==> src/rtl/alu_submodule_add_serial.sv <==
// Slice-serial adder: adds SLICE_W bits per cycle under a start/done handshake.
// Define ALU_SERIAL_SUB_EN to add a 'sub' input that turns the operation into A - B.
module alu_submodule_add_serial #(
    parameter int WIDTH   = 16,
    parameter int SLICE_W = 4
) (
    input  logic             clk,
    input  logic             rst,
`ifdef ALU_SERIAL_SUB_EN
    input  logic             sub,
`endif
    input  logic             start,
    input  logic [WIDTH-1:0] A,
    input  logic [WIDTH-1:0] B,
    output logic             ready,
    output logic             busy,
    output logic             done,
    output logic [WIDTH-1:0] Answer,
    output logic             carry_out,
    output logic             overflow
);

    localparam int NS = WIDTH / SLICE_W;
    localparam int CW = (NS > 1) ? $clog2(NS) : 1;

    generate
        if ((SLICE_W < 1) || (WIDTH % SLICE_W != 0)) begin : g_bad_slice
            $error("alu_submodule_add_serial: SLICE_W must divide WIDTH");
        end
    endgenerate

    typedef enum logic [1:0] {S_IDLE, S_RUN, S_DONE} state_t;

    state_t               r_state;
    state_t               w_next;
    logic [WIDTH-1:0]     r_a;
    logic [WIDTH-1:0]     r_b;
    logic [WIDTH-1:0]     r_res;
    logic                 r_carry;
    logic [CW-1:0]        r_cnt;

    logic                 w_accept;
    logic                 w_last;
    logic [WIDTH-1:0]     w_b_cap;
    logic                 w_c0;
    logic [SLICE_W:0]     w_slice;
    logic                 w_c_msb;
    logic [WIDTH+SLICE_W-1:0] w_cat;
    logic [WIDTH-1:0]     w_res_next;

`ifdef ALU_SERIAL_SUB_EN
    // Subtraction as A + ~B + 1: invert at capture, seed the carry with 1.
    assign w_b_cap = sub ? ~B : B;
    assign w_c0    = sub;
`else
    assign w_b_cap = B;
    assign w_c0    = 1'b0;
`endif

    assign ready    = (r_state == S_IDLE) || (r_state == S_DONE);
    assign busy     = (r_state == S_RUN);
    assign done     = (r_state == S_DONE);
    assign w_accept = start && ready;
    assign w_last   = (r_cnt == CW'(NS - 1));

    // Operands shift right so the active slice always sits in the low bits.
    assign w_slice = {1'b0, r_a[SLICE_W-1:0]} + {1'b0, r_b[SLICE_W-1:0]}
                   + {{SLICE_W{1'b0}}, r_carry};
    // Carry into the slice MSB, recovered from its sum bit and operand bits.
    assign w_c_msb    = w_slice[SLICE_W-1] ^ r_a[SLICE_W-1] ^ r_b[SLICE_W-1];
    assign w_cat      = {w_slice[SLICE_W-1:0], r_res};
    assign w_res_next = w_cat[WIDTH+SLICE_W-1:SLICE_W];

    always_comb begin
        w_next = r_state;
        case (r_state)
            S_IDLE:  if (start) w_next = S_RUN;
            S_RUN:   if (w_last) w_next = S_DONE;
            S_DONE:  w_next = start ? S_RUN : S_IDLE;
            default: w_next = S_IDLE;
        endcase
    end

    always_ff @(posedge clk or posedge rst) begin
        if (rst) begin
            r_state <= S_IDLE;
        end else begin
            r_state <= w_next;
        end
    end

    always_ff @(posedge clk or posedge rst) begin
        if (rst) begin
            r_a       <= '0;
            r_b       <= '0;
            r_res     <= '0;
            r_carry   <= 1'b0;
            r_cnt     <= '0;
            Answer    <= '0;
            carry_out <= 1'b0;
            overflow  <= 1'b0;
        end else if (w_accept) begin
            r_a     <= A;
            r_b     <= w_b_cap;
            r_carry <= w_c0;
            r_cnt   <= '0;
        end else if (r_state == S_RUN) begin
            r_a     <= r_a >> SLICE_W;
            r_b     <= r_b >> SLICE_W;
            r_carry <= w_slice[SLICE_W];
            r_res   <= w_res_next;
            r_cnt   <= r_cnt + CW'(1);
            if (w_last) begin
                Answer    <= w_res_next;
                carry_out <= w_slice[SLICE_W];
                overflow  <= w_c_msb ^ w_slice[SLICE_W];
            end
        end
    end

endmodule

==> config.mk <==
export PLATFORM = sky130hd
export DESIGN_NAME = alu_submodule_add_serial
export DESIGN_NICKNAME = d
export VERILOG_FILES = /design/src/rtl/alu_submodule_add_serial.sv
export SDC_FILE = /design/constraint.sdc
export NUM_CORES = 1
export LEC_CHECK = 0
export ABC_AREA = 1
export BUFFER_PORTS_ARGS = -buffer_cell sky130_fd_sc_hd__buf_2
export CORE_MARGIN = 1.5
export CORE_UTILIZATION = 55
export CTS_BUF_LIST = sky130_fd_sc_hd__clkbuf_16
export DETAILED_ROUTE_END_ITERATION = 8
export GPL_ROUTABILITY_DRIVEN = 0
export HOLD_SLACK_MARGIN = 0.03
export PLACE_DENSITY = 0.8
export SLEW_MARGIN = 20
export SYNTH_ARGS = -nofsm -noshare
export SYNTH_HDL_FRONTEND = slang
export SYNTH_SLANG_ARGS = --single-unit
==> constraint.sdc <==
create_clock -name clk -period 3.5 [get_ports clk]
set_clock_uncertainty 0.2 [all_clocks]
set_input_delay 0.7 -clock clk [delete_from_list [all_inputs] [get_ports clk]]
set_output_delay 0.7 -clock clk [all_outputs]
set_load 0.05 [all_outputs]
After elaboration in Yosys (flattened, before gate mapping)
Index checks and enable logic that the tools add are counted.

Bits in registers: 71. Input bits: 35. Output and inout bits: 21. Word-level logic and storage cells: 40.

Add/subtract/negate cells: 3. Equality and inequality tests: 5. Mux-type cells: 12. Bitwise gates (word level): 4. Reductions and logical operators: 7.

Operators with widths (count): 2-to-1 mux 16 bit (4); 2-to-1 mux 2 bit (4); case mux 2 bit (3 select lines) (1); adder 4 x 4 -> 5 bit (1); adder 5 x 1 -> 5 bit (1); == test 2 bit (second input constant) (2); AND reduction 2 bit (2); 2-to-1 mux 1 bit (3); AND reduction 3 bit (1); XOR 1 bit (3); adder 2 x 1 -> 2 bit (second input constant) (1); == test 2 x 1 -> 1 bit (second input constant) (1); logical NOT 2 bit (1); inequality test 2 x 1 -> 1 bit (second input constant) (1); inequality test 2 bit (second input constant) (1); nonzero test 2 bit (1); logical AND 1 bit (1); logical OR 1 bit (1); NOT 1 bit (1).

Longest topological paths before layout
Word-level depth: 5. Mapped depth: 11.

Worst setup path after synthesis
Ideal clock, no wire load.

Path type: reg2out. Start: register r_state[0]. End: output done. Arrival time: 1.061 ns. Required time: 2.600 ns. Slack: 1.539 ns. Cell stages (with the launch flop): 2. Path buffers: 0. Path through: dfrtp_1 > nor2_1.

Cells in the longest elaborated chain, start to end: 1.

Ends and longest elaborated chain: start, declared (line 34) `state_t r_state;`; start signal, assigned (line 88) `r_state <= w_next;`; == test 2 bit (line 62) `assign done = (r_state == S_DONE);`; end, declared (line 17) `output logic done,`.

Every way passes these cells.

Final worst setup path
Start: register r_state[1]. End: output busy.

Cells in the longest elaborated chain, start to end: 1.

Ends and longest elaborated chain: == test 2 x 1 -> 1 bit (line 61) `assign busy = (r_state == S_RUN);`; end, declared (line 16) `output logic busy,`.

Every way passes these cells.

==> impl_metrics.csv <==
group,metric,value,unit
synthesis,synth_top_area_share,58.93,%
min_path,worstHoldEndpoint,"Answer[0]$_DFFE_PP0P_",
setup_path,worstRegToRegCells,5,
clock_network,clockBufferDepth,2,
synthesis,yosysTopAreaCell,"dfrtp_1",
floorplanning,core-area,4848,sq um
clock_network,clk_pin_slew,0.05,ns
finish,drive_above_1_share,21.53,%
timing,fin_ws,1.240,ns
routing,dr.pass1.iters,4,
routing,drcViolationCount,0,
power,p_leak,1.772,nW
power,power_density,1090,nW/um^2
timing,min_period,2.260,ns
setup_path,reg2reg_to,"overflow$_DFFE_PP0P_",
routing,via_per_inst,5.168,
min_path,hp-start,"r_res[4]$_DFFE_PP0P_",
synthesis,yosys-top-cells-area,"dfrtp_1 (59%), nand2_1 (11%), inv_1 (5.1%)",
floorplanning,die_height,74.93,um
timing,timing.slew.headroom,36.21,%
flow_run,maxCapViolCount,0,
finish,area_growth,19.70,%
synthesis,syn_area,2845,sq um
synthesis,synth_cell_types,22,
synthesis,synthCells,307,
finish,num_antenna_cells,0,
clock_network,cts_tree,"done",
timing,fmax,0.4425,GHz
floorplanning,dieArea,5614,sq um
finish,fin_nets,403,
timing,worst_slew_pin_slew,0.9555,ns
floorplanning,ioPinCount,56,
global_routing,grt.total_usage,22.38,%
global_routing,first_global_vias,2159,
synthesis,ys_seq_area_share,58.93,%
synthesis,ys_seq_elements,67,
floorplanning,rows,25,
synthesis,async_reset_ff_share,100.0,%
clock_network,post_cts_buffers,0,
clock_network,htree_levels,3,
floorplanning,die_x,74.93,um
global_routing,grt_max_degree,48,
setup_path,startpoint_type,"flip-flop",
routing,routed_wl,5.507,mm
timing,setup_tns,0,ns
placed_design,dp_slack,1.322,ns
routing,via_count,2243,
routing,first_iter_violations,103,
global_routing,antenna_found_initial,0,
clock_network,clock_latency,0.33,ns
timing,setup_viol,0,
clock_network,cts_resized,0,
setup_path,arrival,1.36,ns
routing,post_drt_wl_per_cell,12.69,um
finish,num-fill-cells,401,
setup_path,reg2reg_slack,1.46,ns
synthesis,synth_edf_count,0,
routing,ant_nets,0,
placed_design,dp_hpwl,3.605,mm
clock_network,hold_buffers,0,
synthesis,yosysWarnings,0,
timing,rsz0062_at_grt,"no",
clock_network,numCtsBuffers,9,
outcome,status,"completed",
synthesis,syn-num-nets,348,
timing,drv_slew,0,
timing,period_share,64.56,%
synthesis,synth-main-ff-cell,"dfrtp_1",
global_routing,overflow,0,
setup_path,path_max_fanout,16,
floorplanning,start_util,58.68,%
setup_path,endpoint_kind,"primary output",
power,ir_drop,680.1,uV
clock_network,clockRootBuffer,"clkbuf_16",
synthesis,syn-mean-instance-area,9.268,sq um
global_routing,grt_first_pass_wirelength,9.211,mm
setup_path,reg2reg_from,"r_cnt[0]$_DFFE_PP0P_",
setup_path,critPathKind,"flip-flop to primary output",
min_path,worstHoldPathType,"flip-flop to flip-flop",
placed_design,port-buffer-count,55,
setup_path,critPathRequiredTime,2.60,ns
clock_network,cts_sinks,67,
timing,hold_viol,0,
min_path,min_path_cells,2,
-- sequential cells by signal, summed over array words and instances (netlist names) --
signal / flops
r_a: 16
Answer: 16
r_state: 2
r_res: 12
r_cnt: 2
overflow: 1
r_carry: 1
carry_out: 1
r_b: 16
-- cell usage after synthesis, drive strengths merged, types with 2 or more instances --
library cell	instances
nand2	86
dfrtp	67
inv	42
o21ai	31
nand3	15
a21oi	12
nor2	10
o221ai	10
o22ai	9
buf	8
clkbuf	6
ha	4
o211ai	3
fa	2
-- cell usage in the layout (no fill, tap or decap), types with 4 or more instances in the layout --
master | Yosys | final
inv_2 | 3 | 4
nand2_2 | 4 | 4
buf_2 | 6 | 55
clkbuf_16 | 0 | 9
a21oi_1 | 11 | 11
o21ai_0 | 28 | 28
inv_1 | 39 | 41
nand3_1 | 15 | 15
o221ai_1 | 10 | 10
nor2_1 | 9 | 9
o22ai_1 | 9 | 9
ha_1 | 4 | 4
nand2_1 | 82 | 82
dfrtp_1 | 67 | 67
-- power by group --
part | total, mW | internal, mW | leakage [nW] | switching (mW)
Sequential | 1.30 | 1.14 | 0.843 | 0.167
Combinational | 1.65 | 0.482 | 0.791 | 1.17
Clock | 0.758 | 0.462 | 0.138 | 0.296
Total | 3.71 | 2.08 | 1.77 | 1.63
-- cell families after synthesis --
group                      synth area share, %
DFF                                      58.93
xor gates and xnor gates                0.3079
AOI/OAI and AO/OA                        13.54
adders and majority gates                3.166
and+or+nand+nor                          15.74
buffers and inverters                    8.311
-- layout make-up --
cell class	count	area [sq um]	area share, %
clock buffer	9	225.2	6.613
clock inverter	7	28.78	0.8450
multi-input combinational	183	932.1	27.37
tap	67	83.83	2.461
inverter	43	161.4	4.739
timing repair buffer	58	297.8	8.744
sequential	67	1677	49.23
-- routing by layer --
layer  vias up  share of wire [%]  GRT usage, %
met1      1053                 45         27.99
met3         9                5.9         4.016
li1       1107                  -             -
met4         0                1.8         12.93
met5         -                  0             0
met2        74                 48         36.68
-- how the worst max path moves through the flow --
stage / end / slack, ns / depth (start not counted) / start
4_1_cts: busy / 1.24 / 4 / r_state[1]$_DFFE_PP0P_
3_5_place_dp: r_a[9]$_DFFE_PP0P_ / 1.32 / 5 / start
5_1_grt: busy / 1.17 / 4 / r_state[1]$_DFFE_PP0P_
2_1_floorplan: Answer[0]$_DFFE_PP0P_ / 0.92 / 1 / rst
3_3_place_gp: r_a[7]$_DFFE_PP0P_ / 1.43 / 5 / start
6_report: busy / 1.24 / 4 / r_state[1]$_DFFE_PP0P_
-- worst max-delay path, cell delays in order (launching register included) --
cell and delay [ns]:
dfrtp_1 0.37, inv_1 0.08, nand2_2 0.06, inv_2 0.21, buf_2 0.32
-- metrics by stage --
step / std cells / instance area, sq um / hold slack (ns) / power, mW / util (%)
4_1_cts: 434 / 3406 / 0.2724 / 3.734 / 70.25
5_1_grt: 434 / 3406 / 0.2943 / 4.014 / 70.25
6_report: 434 / 3406 / 0.2703 / 3.714 / 70.25
2_1_floorplan: 307 / 2845 / 0.2422 / 2.620 / -
3_3_place_gp: 418 / 3152 / 0.2555 / 2.897 / 65.01
3_5_place_dp: 418 / 3152 / 0.2579 / 2.963 / 65.01
Note: power is estimated with default switching activity, not from simulation.
